File: src/rtl/matrix_scan_ctrl_if.sv
// Counter/ADC/control bundle between the matrix scan sequencer (master) and the
// row/column counters, ADC and frame host (slave).
interface matrix_scan_ctrl_if #(
    parameter int ROWS = 4,
    parameter int RW   = 2,
    parameter int CW   = 2
);
    logic            start_i;
    logic            conv_done_i;
    logic [RW-1:0]   row_cnt_i;
    logic [CW-1:0]   col_cnt_i;
    logic [1:0]      opc_row_o;
    logic [1:0]      opc_col_o;
    logic [ROWS-1:0] row_sel_o;
    logic            conv_start_o;
    logic            busy_o;
    logic            frame_done_o;
    logic            err_o;

    modport master (
        input  start_i, conv_done_i, row_cnt_i, col_cnt_i,
        output opc_row_o, opc_col_o, row_sel_o, conv_start_o, busy_o, frame_done_o, err_o
    );

    modport slave (
        output start_i, conv_done_i, row_cnt_i, col_cnt_i,
        input  opc_row_o, opc_col_o, row_sel_o, conv_start_o, busy_o, frame_done_o, err_o
    );
endinterface

File: src/rtl/matrix_scan_ctrl.sv
// Bolometer matrix scan sequencer driving row/col counter opcodes; SCAN_TIMEOUT_EN adds a WAIT timeout.
// Latency: CLR + SETTLE_CYC + START + ADC wait + 1 advance cycle per pixel; outputs are Moore decodes.
// Backpressure: none; start_i is dropped while busy, WAIT stalls until conv_done_i (or timeout).
module matrix_scan_ctrl #(
    parameter int ROWS        = 4,
    parameter int COLS        = 4,
    parameter int RW          = 2,
    parameter int CW          = 2,
    parameter int SETTLE_CYC  = 8,
    parameter int TIMEOUT_CYC = 1024
) (
    input  logic                 clk_i,
    input  logic                 rst_ni,
    matrix_scan_ctrl_if.master   bus
);
    localparam logic [1:0] OPC_CLR  = 2'b00;
    localparam logic [1:0] OPC_HOLD = 2'b01;
    localparam logic [1:0] OPC_INC  = 2'b10;
    localparam int         SW       = $clog2(SETTLE_CYC + 1);

    if (SETTLE_CYC < 1 || TIMEOUT_CYC < 1 || ROWS < 2 || ROWS > (1 << RW) ||
        COLS < 2 || COLS > (1 << CW)) begin : g_bad_param
        $error("matrix_scan_ctrl: parameter out of range");
    end

    typedef enum logic [2:0] {
        S_IDLE, S_CLR, S_SETTLE, S_START, S_WAIT, S_NXT_COL, S_NXT_ROW, S_DONE
    } state_t;

    state_t        state_q, state_d;
    logic [SW-1:0] settle_q;
    logic          timeout;

    always_ff @(posedge clk_i or negedge rst_ni) begin
        if (!rst_ni) state_q <= S_IDLE;
        else         state_q <= state_d;
    end

    // Held at zero outside SETTLE so every SETTLE visit starts a fresh count.
    always_ff @(posedge clk_i or negedge rst_ni) begin
        if (!rst_ni)                  settle_q <= '0;
        else if (state_q != S_SETTLE) settle_q <= '0;
        else                          settle_q <= settle_q + SW'(1);
    end

`ifdef SCAN_TIMEOUT_EN
    localparam int TW = $clog2(TIMEOUT_CYC + 1);
    logic [TW-1:0] tout_q;
    logic          err_q;

    always_ff @(posedge clk_i or negedge rst_ni) begin
        if (!rst_ni)                tout_q <= '0;
        else if (state_q != S_WAIT) tout_q <= '0;
        else                        tout_q <= tout_q + TW'(1);
    end

    assign timeout = (state_q == S_WAIT) && !bus.conv_done_i &&
                     (tout_q == TW'(TIMEOUT_CYC - 1));

    always_ff @(posedge clk_i or negedge rst_ni) begin
        if (!rst_ni)      err_q <= 1'b0;
        else if (timeout) err_q <= 1'b1;
    end

    assign bus.err_o = err_q;
`else
    assign timeout   = 1'b0;
    assign bus.err_o = 1'b0;
`endif

    always_comb begin
        state_d = state_q;
        case (state_q)
            S_IDLE:   if (bus.start_i) state_d = S_CLR;
            S_CLR:    state_d = S_SETTLE;
            S_SETTLE: if (settle_q == SW'(SETTLE_CYC - 1)) state_d = S_START;
            S_START:  state_d = S_WAIT;
            // Counter values seen here already reflect the opcode issued before SETTLE.
            S_WAIT: begin
                if (bus.conv_done_i) begin
                    if (bus.col_cnt_i != CW'(COLS - 1))      state_d = S_NXT_COL;
                    else if (bus.row_cnt_i != RW'(ROWS - 1)) state_d = S_NXT_ROW;
                    else                                     state_d = S_DONE;
                end else if (timeout) begin
                    state_d = S_IDLE;
                end
            end
            S_NXT_COL: state_d = S_SETTLE;
            S_NXT_ROW: state_d = S_SETTLE;
            S_DONE:    state_d = S_IDLE;
            default:   state_d = S_IDLE;
        endcase
    end

    always_comb begin
        logic row_en;
        row_en           = 1'b0;
        bus.opc_row_o    = OPC_HOLD;
        bus.opc_col_o    = OPC_HOLD;
        bus.conv_start_o = 1'b0;
        bus.busy_o       = 1'b1;
        bus.frame_done_o = 1'b0;
        bus.row_sel_o    = '0;
        case (state_q)
            S_IDLE:    bus.busy_o = 1'b0;
            S_CLR: begin
                bus.opc_row_o = OPC_CLR;
                bus.opc_col_o = OPC_CLR;
            end
            S_SETTLE:  row_en = 1'b1;
            S_START: begin
                row_en           = 1'b1;
                bus.conv_start_o = 1'b1;
            end
            S_WAIT:    row_en = 1'b1;
            S_NXT_COL: bus.opc_col_o = OPC_INC;
            S_NXT_ROW: begin
                bus.opc_row_o = OPC_INC;
                bus.opc_col_o = OPC_CLR;
            end
            S_DONE:    bus.frame_done_o = 1'b1;
            default:   bus.busy_o = 1'b0;
        endcase
        if (row_en) begin
            for (int i = 0; i < ROWS; i++) begin
                if (bus.row_cnt_i == RW'(i)) bus.row_sel_o[i] = 1'b1;
            end
        end
    end
endmodule

File: src/flat_wrapper.sv
// flat-port wrapper written by rule: the top's interface ports become plain ports
module matrix_scan_ctrl_flat 
#(
    parameter int ROWS        = 4,
    parameter int COLS        = 4,
    parameter int RW          = 2,
    parameter int CW          = 2,
    parameter int SETTLE_CYC  = 8,
    parameter int TIMEOUT_CYC = 1024
)
  (clk_i, rst_ni, bus_start_i, bus_conv_done_i, bus_row_cnt_i, bus_col_cnt_i, bus_opc_row_o, bus_opc_col_o, bus_row_sel_o, bus_conv_start_o, bus_busy_o, bus_frame_done_o, bus_err_o);
  matrix_scan_ctrl_if #(.ROWS(ROWS), .RW(RW), .CW(CW)) bus_i ();
  input  logic clk_i;
  input  logic rst_ni;
  input wire logic [$bits(bus_i.start_i)-1:0] bus_start_i;
  input wire logic [$bits(bus_i.conv_done_i)-1:0] bus_conv_done_i;
  input wire logic [$bits(bus_i.row_cnt_i)-1:0] bus_row_cnt_i;
  input wire logic [$bits(bus_i.col_cnt_i)-1:0] bus_col_cnt_i;
  output wire logic [$bits(bus_i.opc_row_o)-1:0] bus_opc_row_o;
  output wire logic [$bits(bus_i.opc_col_o)-1:0] bus_opc_col_o;
  output wire logic [$bits(bus_i.row_sel_o)-1:0] bus_row_sel_o;
  output wire logic [$bits(bus_i.conv_start_o)-1:0] bus_conv_start_o;
  output wire logic [$bits(bus_i.busy_o)-1:0] bus_busy_o;
  output wire logic [$bits(bus_i.frame_done_o)-1:0] bus_frame_done_o;
  output wire logic [$bits(bus_i.err_o)-1:0] bus_err_o;
  assign bus_i.start_i = bus_start_i;
  assign bus_i.conv_done_i = bus_conv_done_i;
  assign bus_i.row_cnt_i = bus_row_cnt_i;
  assign bus_i.col_cnt_i = bus_col_cnt_i;
  assign bus_opc_row_o = bus_i.opc_row_o;
  assign bus_opc_col_o = bus_i.opc_col_o;
  assign bus_row_sel_o = bus_i.row_sel_o;
  assign bus_conv_start_o = bus_i.conv_start_o;
  assign bus_busy_o = bus_i.busy_o;
  assign bus_frame_done_o = bus_i.frame_done_o;
  assign bus_err_o = bus_i.err_o;
  matrix_scan_ctrl #(.ROWS(ROWS), .COLS(COLS), .RW(RW), .CW(CW), .SETTLE_CYC(SETTLE_CYC), .TIMEOUT_CYC(TIMEOUT_CYC)) u_core (.clk_i(clk_i), .rst_ni(rst_ni), .bus(bus_i));
endmodule
File: config.mk
export PLATFORM = sky130hd
export DESIGN_NAME = matrix_scan_ctrl_flat
export DESIGN_NICKNAME = d
export VERILOG_FILES = /design/src/rtl/matrix_scan_ctrl_if.sv /design/src/rtl/matrix_scan_ctrl.sv /design/src/flat_wrapper.sv
export SDC_FILE = /design/constraint.sdc
export NUM_CORES = 1
export LEC_CHECK = 0
export BUFFER_PORTS_ARGS = -buffer_cell sky130_fd_sc_hd__buf_2
export CAP_MARGIN = 30
export CORE_AREA = 2 2 39 41
export DETAILED_ROUTE_END_ITERATION = 8
export DIE_AREA = 0 0 41 43
export PLACE_DENSITY = 0.68
export SETUP_SLACK_MARGIN = 0.1
export SLEW_MARGIN = 0
export SYNTH_ARGS = -nofsm -noshare
export SYNTH_HDL_FRONTEND = slang
export SYNTH_SLANG_ARGS = --single-unit
File: constraint.sdc
create_clock -name clk_i -period 1.45 [get_ports clk_i]
set_input_delay 0.0725 -clock clk_i [delete_from_list [all_inputs] [get_ports clk_i]]
set_output_delay 0.0725 -clock clk_i [all_outputs]
set_load 0.02 [all_outputs]
# == Word level (Yosys, flattened, before mapping) ==
# Cells that the tools add are included.
# classes
add_sub_neg,1
mul,0
div_mod_pow,0
magnitude_cmp,0
n_eq_ne,17
shifts,0
muxes,18
n_bitwise,0
reduce_logical,6
# op_table
cell,count
$pmux W3 S6,1
$eq A3 B3 Y1 const B,4
$mux W3,4
$mux W1,9
$mux W4,2
$ne A2 B2 Y1 const B,4
$pmux W2 S2,2
$eq A3 B2 Y1 const B,2
$reduce_or A3 Y1,2
$add A4 B1 Y4 const B,1
$eq A2 B2 Y1 const B,2
$eq A4 B3 Y1 const B,1
$eq A3 B1 Y1 const B,1
$logic_not A3 Y1,1
$ne A3 B2 Y1 const B,1
$reduce_and A3 Y1,1
$eq A2 B1 Y1 const B,1
$logic_not A2 Y1,1
$ne A2 B1 Y1 const B,1
$reduce_or A2 Y1,1
# totals
regBits,7
latchBits,0
mem_bits_rw,0
rom_bits,0
in_bits,8
out_inout_bits,12
word_cells,44
n_memories,0

# == Logic depth before layout (Yosys ltp) ==
# depth
ltp_word,5
depth_mapped,4
depth_no_buf,3

# == Worst setup path after synthesis ==
# Ideal clock, no wire load.
# synth_timing
path_kind,flip-flop to output port
start,register u_core.state_q[1]
end,output bus_row_sel_o[1]
arrival_time_ns,1.300
required_time_ns,1.378
setup_slack_ns,0.077
stages_incl_launch_ff,4
n_path_buf,0
path_cell_list,dfrtp_1 nor2_1 mux2i_1 nor3b_1
# synth_between
elab_chain_len,4
word_cells_on_any_way,6
classes_between,eq/ne (3); mux (2); reduce/logical (1)
# synth_rtl
item,line,rtl
from (decl),matrix_scan_ctrl.sv:30,"state_t state_q, state_d;"
from (signal assigned),matrix_scan_ctrl.sv:36,else state_q <= state_d;
$eq A3 B2 Y1 / $eq A3 B3 Y1 (equally long branches),matrix_scan_ctrl.sv:104,case (state_q)
$reduce_or A3 Y1 (no line) (*),n/a,
$mux W1 (*),matrix_scan_ctrl.sv:104,
$mux W4 (*),matrix_scan_ctrl.sv:124,if (row_en) begin
to (decl),flat_wrapper.sv:21,output wire logic [$bits(bus_i.row_sel_o)-1:0] bus_row_sel_o;
# Every way passes the cells marked *; elsewhere a longest branch is shown, timed or not.

# == Final worst setup path ==
# layout_timing
start,register u_core.state_q[2]
end,output bus_row_sel_o[3]
# The elaborated chain is that of the path after synthesis.

==> results.cfg <==
[run_status]
outcome = completed

[clock_tree]
path_clk_slew_ps = 50
cts-root-buf = clkbuf_4
clk_latency_ps = 260
cts_tree = yes
clock_path_buffers = 2
cts.sinks = 7
cts_inserted_buffers = 3
htreeDepth = 1

[floorplan]
dieArea_um2 = 1760
coreArea_um2 = 1380
rows = 14
fp.dieH_um = 43
initial_utilization_pct = 30.5
ios = 20
die_x_um = 41

[global_routing]
grt_pass1_vias = 392
antenna_found_initial = 0
grt_max_degree = 8
grt_pass1_wl_um = 1520
grt_usage_pct = 12.9
overflow = 0

[logic_synthesis]
syn_area_um2 = 422
syn_inst = 46
synth_nets = 55
synth_warnings = 0
ys_ff_latch = 7
synth_cell_type_count = 27
synth_area_per_cell_um2 = 9.17
synth.yosys.seq_area_share_pct = 41.5

[drt]
via_count = 421
first_pass_iters = 2
drc = 0
wl_per_cell_um = 10.8
drtIter0Drc = 2
wl_um = 950
antenna_left = 0
via_per_inst = 4.78

[finish]
drive_gt1_share_pct = 56.9
fin_nets = 82
finalNonFillerCells = 88
antennaDiodeCount = 0
mostFrequentLayoutCell = buf_4
layout_common_cells = buf_4 (12), buf_2 (9), nor2_1 (6), dfrtp_1 (4)
syn_to_final_growth_pct = 58.5
final.fill_count = 133

[sta]
hold_viol_final = 0
finalCritPeriodShare_pct = 94.5
rsz0062_at_grt = yes
slew_violations = 0
setup-tns-final_ps = 0
setup_viol = 0
period_needed_ps = 1370
final.setup_skew_ps = 0.850
fmax_mhz = 730

[placed_design]
io_buffers = 18
place.gp.congestion = 0.690
placedCellCount = 80

[worst_setup_path]
worstSetupStartpointType = flip-flop
cp-end-kind = primary output
cp_max_fo = 4
crit_type = flip-flop to primary output
crit_arrival_ps = 1300
worstPathRequired_ps = 1380

[power]
ir_worst_vdd_mv = 0.856
p_leak_nw = 0.326
cellPowerDensity_nw_per_um2 = 2170
p_total_mw = 1.45

[hold_path]
hold_path_class = input pin to flip-flop

[job]
cap_violations = 0
## synthesized netlist by cell type, drive strengths merged
cell    count  area, µm²
a21boi      1       7.51
o211ai      1       7.51
nor2        8       30.0
mux2i       1       10.0
nand2       2       7.51
nand4       1       6.26
nand3b      1       7.51
dfrtp       7        175
a21o        1       7.51
inv         2       7.50
or3         2       18.8
nor3b       3       22.5
and3b       1       8.76
a21oi       2       10.0
conb        1       3.75
ha          1       12.5
nand3       2       10.0
xor2        1       8.76
nor3        1       5.00
and3        2       15.0
o22ai       1       12.5
nand2b      1       6.26
buf         2       12.5
xnor2       1       8.76
## per-layer routing
layer	vias up	GRT usage, %	wire length (µm)
met2	14	20.9	493
met1	194	13.2	376
met3	2	6.28	68
met4	0	6.00	11
li1	211	-	-
met5	-	0	0
## kinds of logic (layout without fill, tap and decap cells)
logic type / Yosys count / after routing / synth area share (%)
AO/OA/AOI/OAI: 6 / 6 / 10.7
XOR/XNOR: 2 / 2 / 4.16
adder cells (fa/ha/maj): 1 / 1 / 2.97
buffers and inverters: 4 / 30 / 4.75
flip-flops: 7 / 7 / 41.5
multiplexers: 1 / 1 / 2.37
other: 1 / 1 / 0.889
AND/OR/NAND/NOR: 24 / 24 / 32.6
## what timing repair did
item / CTS / global route
buffers inserted: 3 / 0
hold buffers: 1 / 0
endpoints found under the setup margin: 5 / 9
pin swaps: 2 / 2
hold endpoints to repair: 7 / 0
gates cloned: 0 / 0
resized for setup: 12 / 11
## flip-flops by register name (all words and copies together) (netlist names)
register,count
u_core.state_q,3
u_core.settle_q,4
## report_power, final
group | leakage (nW) | switching [mW] | total [mW] | internal [mW]
logic | 0.224 | 0.449 | 0.899 | 0.450
clock network | 0.0150 | 0.0780 | 0.183 | 0.105
registers | 0.0877 | 0.0931 | 0.368 | 0.275
## path summary, 6_finish.rpt
check	startpoint	to	slack (ps)	depth (start not counted)
max	u_core.state_q[2]$_DFFE_PN0P_	bus_row_sel_o[3]	80	3
max in group asynchronous	rst_ni	u_core.state_q[1]$_DFFE_PN0P_	1100	2
min	bus_col_cnt_i[1]	u_core.state_q[1]$_DFFE_PN0P_	100	3
max reg2reg	u_core.state_q[1]$_DFFE_PN0P_	u_core.state_q[0]$_DFFE_PN0P_	180	4
min reg2reg	u_core.settle_q[0]$_DFF_PN0_	u_core.settle_q[0]$_DFF_PN0_	460	1
min in group asynchronous	rst_ni	u_core.settle_q[2]$_DFF_PN0_	180	2
## layout make-up
cell class	count	area [µm²]	share of cell area, %
multi-input combinational	35	268	40.1
sequential	7	179	26.8
timing repair buffer	24	168	25.1
clock buffer	4	26.3	3.93
tap	16	20.0	3.00
inverter	2	7.51	1.12
## worst max-delay path, stage by stage, from the launching register on
cell	delay [ps]
dfrtp_2	410
mux2i_4	290
and3b_1	210
buf_6	130
## metrics by stage
stage	hold slack (ps)	util, %	area (µm²)	worst slack, ps
after floorplan	-223	-	422	77.1
after global placement	-89.9	38.6	534	225
after detailed placement	-83.1	38.6	534	191
after CTS	102	45.8	634	77.9
after global routing	116	48.3	668	16.7
final	98.0	48.3	668	79.6
No activity file was read; power rests on OpenSTA's default activity.
